`config.mk`:
```
export PLATFORM = sky130hd
export DESIGN_NAME = button_bounce_gen
export DESIGN_NICKNAME = d
export VERILOG_FILES = /design/src/rtl/button_bounce_gen.sv
export SDC_FILE = /design/constraint.sdc
export NUM_CORES = 1
export LEC_CHECK = 0
export BUFFER_PORTS_ARGS = -buffer_cell sky130_fd_sc_hd__buf_4
export CORE_AREA = 2 2 108 110
export CTS_BUF_LIST = sky130_fd_sc_hd__clkbuf_16
export DETAILED_ROUTE_END_ITERATION = 8
export DIE_AREA = 0 0 110 112
export REMOVE_ABC_BUFFERS = 1
export SYNTH_ARGS = -nofsm -noshare
export SYNTH_HDL_FRONTEND = slang
export SYNTH_SLANG_ARGS = --single-unit
```
`constraint.sdc`:
```
create_clock -name clk -period 2.1 [get_ports clk]
set_input_delay 0.42 -clock clk [delete_from_list [all_inputs] [get_ports clk]]
set_output_delay 0.42 -clock clk [all_outputs]
set_load 0.02 [all_outputs]
```
`src/rtl/button_bounce_gen.sv`:
```
// button_bounce_gen
//   Emulates a mechanical push button: one press produces a bouncy rising
//   edge, a steady hold, and a bouncy falling edge on BTN. Bounce segment
//   lengths come from a free-running 8-bit LFSR, so a given seed and start
//   timing reproduce the same waveform.
//
// Ports
//   clk        single clock, all logic on the rising edge
//   reset      synchronous active-high reset
//   start      request one press (only looked at in IDLE)
//   abort      cancel a press in progress (no done pulse)
//   press_len  hold duration in cycles, latched at accept (0 acts as 1)
//   BTN        registered emulated raw button level
//   busy       high in every state except IDLE
//   done       one-cycle pulse when a press completes
//
// state          | meaning
// ---------------+-----------------------------------------------
// S_IDLE         | BTN low, waiting for start
// S_PRESS_BOUNCE | BTN toggling on each segment expiry, press side
// S_HOLD         | BTN steady high for the latched press length
// S_RELEASE_BOUNCE | BTN toggling on each segment expiry, release side
// S_DONE         | BTN low, done pulse, back to IDLE next cycle

module button_bounce_gen #(
    parameter int          BOUNCE_EDGES = 4,
    parameter int          SEG_BITS     = 3,
    parameter logic [7:0]  LFSR_SEED    = 8'hA5
) (
    input  logic        clk,
    input  logic        reset,
    input  logic        start,
    input  logic        abort,
    input  logic [13:0] press_len,
    output logic        BTN,
    output logic        busy,
    output logic        done
);

    localparam int         SW    = SEG_BITS + 1;
    localparam logic [3:0] EDGES = 4'(BOUNCE_EDGES);

    typedef enum logic [2:0] {
        S_IDLE,
        S_PRESS_BOUNCE,
        S_HOLD,
        S_RELEASE_BOUNCE,
        S_DONE
    } state_t;

    state_t          state_q, state_d;
    logic [7:0]      lfsr_q, lfsr_d;
    logic [SW-1:0]   seg_q, seg_d;
    logic [3:0]      edge_q, edge_d;
    logic [13:0]     hold_q, hold_d;
    logic [13:0]     plen_q, plen_d;
    logic            btn_q, btn_d;

    logic [SW-1:0]   seg_load;
    logic [13:0]     plen_eff;
    logic            lfsr_fb;

    // Taps for x^8+x^6+x^5+x^4+1, shifting toward the MSB.
    assign lfsr_fb  = lfsr_q[7] ^ lfsr_q[5] ^ lfsr_q[4] ^ lfsr_q[3];
    // Segment length is the low LFSR bits plus one, so never zero.
    assign seg_load = SW'(lfsr_q[SEG_BITS-1:0]) + SW'(1);
    assign plen_eff = (press_len == 14'd0) ? 14'd1 : press_len;

    always_comb begin
        state_d = state_q;
        lfsr_d  = {lfsr_q[6:0], lfsr_fb};
        seg_d   = seg_q;
        edge_d  = edge_q;
        hold_d  = hold_q;
        plen_d  = plen_q;
        btn_d   = btn_q;

        if (abort && (state_q != S_IDLE)) begin
            state_d = S_IDLE;
            btn_d   = 1'b0;
        end else begin
            case (state_q)
                S_IDLE: begin
                    btn_d = 1'b0;
                    if (start) begin
                        btn_d  = 1'b1;
                        plen_d = plen_eff;
                        hold_d = plen_eff;
                        edge_d = 4'd0;
                        seg_d  = seg_load;
                        state_d = (BOUNCE_EDGES > 0) ? S_PRESS_BOUNCE : S_HOLD;
                    end
                end
                S_PRESS_BOUNCE: begin
                    if (seg_q <= SW'(1)) begin
                        btn_d  = ~btn_q;
                        edge_d = edge_q + 4'd1;
                        seg_d  = seg_load;
                        if (edge_q + 4'd1 == EDGES) begin
                            // Even edge count lands high; force it anyway.
                            btn_d   = 1'b1;
                            hold_d  = plen_q;
                            state_d = S_HOLD;
                        end
                    end else begin
                        seg_d = seg_q - SW'(1);
                    end
                end
                S_HOLD: begin
                    if (hold_q <= 14'd1) begin
                        btn_d = 1'b0;
                        if (BOUNCE_EDGES > 0) begin
                            edge_d  = 4'd0;
                            seg_d   = seg_load;
                            state_d = S_RELEASE_BOUNCE;
                        end else begin
                            state_d = S_DONE;
                        end
                    end else begin
                        hold_d = hold_q - 14'd1;
                    end
                end
                S_RELEASE_BOUNCE: begin
                    if (seg_q <= SW'(1)) begin
                        btn_d  = ~btn_q;
                        edge_d = edge_q + 4'd1;
                        seg_d  = seg_load;
                        if (edge_q + 4'd1 == EDGES) begin
                            btn_d   = 1'b0;
                            state_d = S_DONE;
                        end
                    end else begin
                        seg_d = seg_q - SW'(1);
                    end
                end
                S_DONE: begin
                    btn_d   = 1'b0;
                    state_d = S_IDLE;
                end
                default: begin
                    btn_d   = 1'b0;
                    state_d = S_IDLE;
                end
            endcase
        end
    end

    always_ff @(posedge clk) begin
        if (reset) begin
            state_q <= S_IDLE;
            lfsr_q  <= LFSR_SEED;
            seg_q   <= '0;
            edge_q  <= '0;
            hold_q  <= '0;
            plen_q  <= '0;
            btn_q   <= 1'b0;
        end else begin
            state_q <= state_d;
            lfsr_q  <= lfsr_d;
            seg_q   <= seg_d;
            edge_q  <= edge_d;
            hold_q  <= hold_d;
            plen_q  <= plen_d;
            btn_q   <= btn_d;
        end
    end

    assign BTN  = btn_q;
    assign busy = (state_q != S_IDLE);
    assign done = (state_q == S_DONE);

endmodule

```
==> flow_summary.yaml <==
run_status:
  outcome: "finished with violations"
  failed_checks: "negative setup slack"
power:
  p_per_area_mw_per_mm2: 754
  swShare: 0.288
  pwr-share-seq: 0.370
  p_int_mw: 1.99
  p_sw_mw: 0.805
  p_leak_nw: 1.40
  p_comb_frac: 0.260
  power_frac_clock: 0.370
  ir_worst_vdd_mv: 0.515
clock_tree:
  clkSinkCount: 48
  numCtsBuffers: 5
  cts_root_buffer: "clkbuf_16"
  clk_pin_slew_ns: 0.07
  clockBufferDepth: 2
  cts_hold_buf: 0
  cts_tree: "yes"
  h-tree-depth: 2
  clock_latency_ns: 0.29
placed_design:
  dp_cells: 533
  dpl.hpwl_um: 6010
  io_buffers: 20
  routabilityCongestion: 0.864
die:
  die_w_um: 110
  pin_count: 21
  placementRows: 39
  die_y_um: 112
  start_util: 0.252
  coreArea_sq_mm: 0.0112
  die_area_sq_mm: 0.0123
timing:
  fin_crit_sh: 1.01
  finalClockSkew_ns: 0.00512
  rsz0062_at_grt: "yes"
  tns_ns: -0.0659
  fin_crit_ns: 2.13
  finalMaxSlewViolations: 0
  clock.fmax_ghz: 0.470
  worst_pin_slew_ns: 0.499
  hold_viol: 0
  layout_setup_ws_ns: -0.0285
  relSlewSlack: 0.667
  setup-violations-final: 5
drt:
  detail-route-antenna-nets: 0
  wirelength_um: 8420
  post_drt_wl_per_cell_um: 15.5
  firstDrtPassIters: 4
  drc: 0
  drtIter0Drc: 263
  viasPerCell: 5.26
  vias: 2861
synth:
  ys_async_sr_fraction: 0
  syn_area_per_cell_sq_um: 7.95
  synth-edff-count: 0
  yosys_register_bits: 48
  syn_inst: 355
  syn_area_sq_mm: 0.00282
  ys_seq_area_frac: 0.341
  synthFlopType: "dfxtp_1"
  ys_warn_count: 0
  yosysUniqueCellTypes: 65
worst_setup_path:
  worstPathArrival_ns: 2.30
  crit_type: "flip-flop to flip-flop"
  end_kind: "flip-flop"
  cp_max_fo: 5
  crit_path_start_kind: "flip-flop"
  crit_required_ns: 2.28
layout:
  nets: 426
  diodes: 0
  drive_gt1_frac: 0.254
  instances_no_fill: 544
  area_delta_synth_final_pct: 31.3
  nFillCells: 1152
flow_run:
  cap_violations: 0
global_route:
  grt_usage: 0.142
  grt_pass1_vias: 2814
  antenna_found_initial: 0
  grt_max_degree: 25
  grt-ovfl-total: 0
  grt_first_pass_wirelength_um: 14000
hold_path:
  worstHoldPathType: "input port to flip-flop"
[worst max-delay path: stages, from the launching register on]
cell and delay [ns]:
dfxtp_1 0.31, or4_4 0.54, or4_4 0.57, o21a_2 0.31, a21o_1 0.18, o311a_1 0.12
[routing by layer]
metal  routed length [um]  track usage
met5                    0            0
met4                  182       0.0473
met3                  423       0.0287
met2                 3970        0.222
met1                 3840        0.194
[power by group through the flow]
stage | Sequential, mW | Combinational, mW | Clock (mW)
floorplan | 1.05 | 0.381 | 0
global placement | 1.05 | 0.652 | 0
detailed placement | 1.05 | 0.657 | 0
CTS | 1.03 | 0.685 | 1.05
global route | 1.04 | 0.795 | 1.08
finish | 1.03 | 0.726 | 1.03
[repair_timing]
item | CTS | global route
gates resized for setup | 12 | 15
endpoints found under the setup margin | 22 | 26
gates cloned | 1 | 0
setup buffers | 1 | 2
endpoints found under the hold margin | 0 | 0
pin swaps | 14 | 4
[synthesized netlist by cell type (all sizes together), types with 3 or more instances]
library cell | instances | area share
inv | 10 | 0.013
o21a | 5 | 0.013
nand3b | 3 | 0.0080
a22oi | 8 | 0.021
or2 | 5 | 0.011
xnor2 | 5 | 0.016
nor4 | 7 | 0.016
o311ai | 5 | 0.016
a31o | 5 | 0.016
ha | 7 | 0.031
a31oi | 5 | 0.011
a311oi | 5 | 0.016
a21o | 3 | 0.0080
buf | 4 | 0.011
and3 | 3 | 0.0067
clkbuf | 19 | 0.025
nand2b | 9 | 0.020
or4 | 4 | 0.013
nor2b | 7 | 0.016
nor3 | 17 | 0.034
a211oi | 4 | 0.012
o211ai | 3 | 0.0080
a2bb2oi | 3 | 0.0093
nand2 | 45 | 0.061
xor2 | 4 | 0.012
a21oi | 29 | 0.051
dfxtp | 48 | 0.34
nor2 | 23 | 0.031
o31ai | 6 | 0.016
o22ai | 3 | 0.0067
nand3 | 5 | 0.0089
o21ai | 18 | 0.036
[cell usage in the layout, fill, tap and decap left out, types with 3 or more instances in the layout]
master	instances
a21oi_1	29
a22oi_1	8
a2bb2oi_1	3
a311oi_1	4
a31o_1	4
a31oi_1	5
buf_12	3
buf_4	58
clkbuf_16	5
dfxtp_1	47
ha_1	5
inv_1	10
nand2_1	43
nand2b_1	9
nand3_1	5
nand3b_1	3
nor2_1	22
nor2b_1	7
nor3_1	15
nor4_1	5
o211ai_1	3
o21a_1	4
o21ai_0	13
o21ai_4	3
o22ai_1	3
o311ai_1	3
o31ai_1	5
or2_2	4
or4_4	3
xnor2_1	5
xor2_1	4
[cell type report]
class | count | area, sq um | share of cell area
timing repair buffer | 61 | 495 | 0.134
multi-input combinational | 275 | 1850 | 0.498
clock buffer | 5 | 125 | 0.0338
sequential | 48 | 962 | 0.260
inverter | 10 | 37.5 | 0.0101
clock inverter | 2 | 60.1 | 0.0162
tap | 143 | 179 | 0.0483
[final timing paths]
kind / startpoint / endpoint / slack, ns / cells past startpoint
min: press_len[2] / plen_q[2] / 0.39 / 3
min reg2reg: lfsr_q[6] / lfsr_q[7] / 0.42 / 1
max: hold_q[5] / hold_q[6] / -0.03 / 5
max reg2reg: hold_q[5] / hold_q[6] / -0.03 / 5
[logic make-up (layout without fill, tap and decap cells)]
kind of cell,after synthesis,count (layout),share of synthesized area
DFF,48,48,0.341
xor gates and xnor gates,9,9,0.0279
adders and majority gates,7,7,0.0310
buffers and inverters,33,78,0.0497
AOI/OAI and AO/OA,119,119,0.294
muxes,2,2,0.00710
and+or+nand+nor,137,138,0.250
[state kept, by name (all words and copies together) (netlist names)]
| signal | cells |
|---|---|
| seg_q | 4 |
| plen_q | 14 |
| BTN | 1 |
| state_q | 3 |
| lfsr_q | 8 |
| edge_q | 4 |
| hold_q | 14 |
[stage by stage]
step	setup slack, ns	utilization	hold slack (ns)	power (mW)	area (sq um)
6_report	-0.0285	0.332	0.395	2.79	3700
5_1_grt	-0.0964	0.332	0.392	2.91	3700
4_1_cts	-0.0674	0.323	0.389	2.77	3610
3_5_place_dp	-0.115	0.301	0.400	1.71	3360
3_3_place_gp	-0.0732	0.301	0.395	1.70	3360
2_1_floorplan	-0.126	-	0.389	1.43	2720
Note: power is estimated with default switching activity, not from simulation.
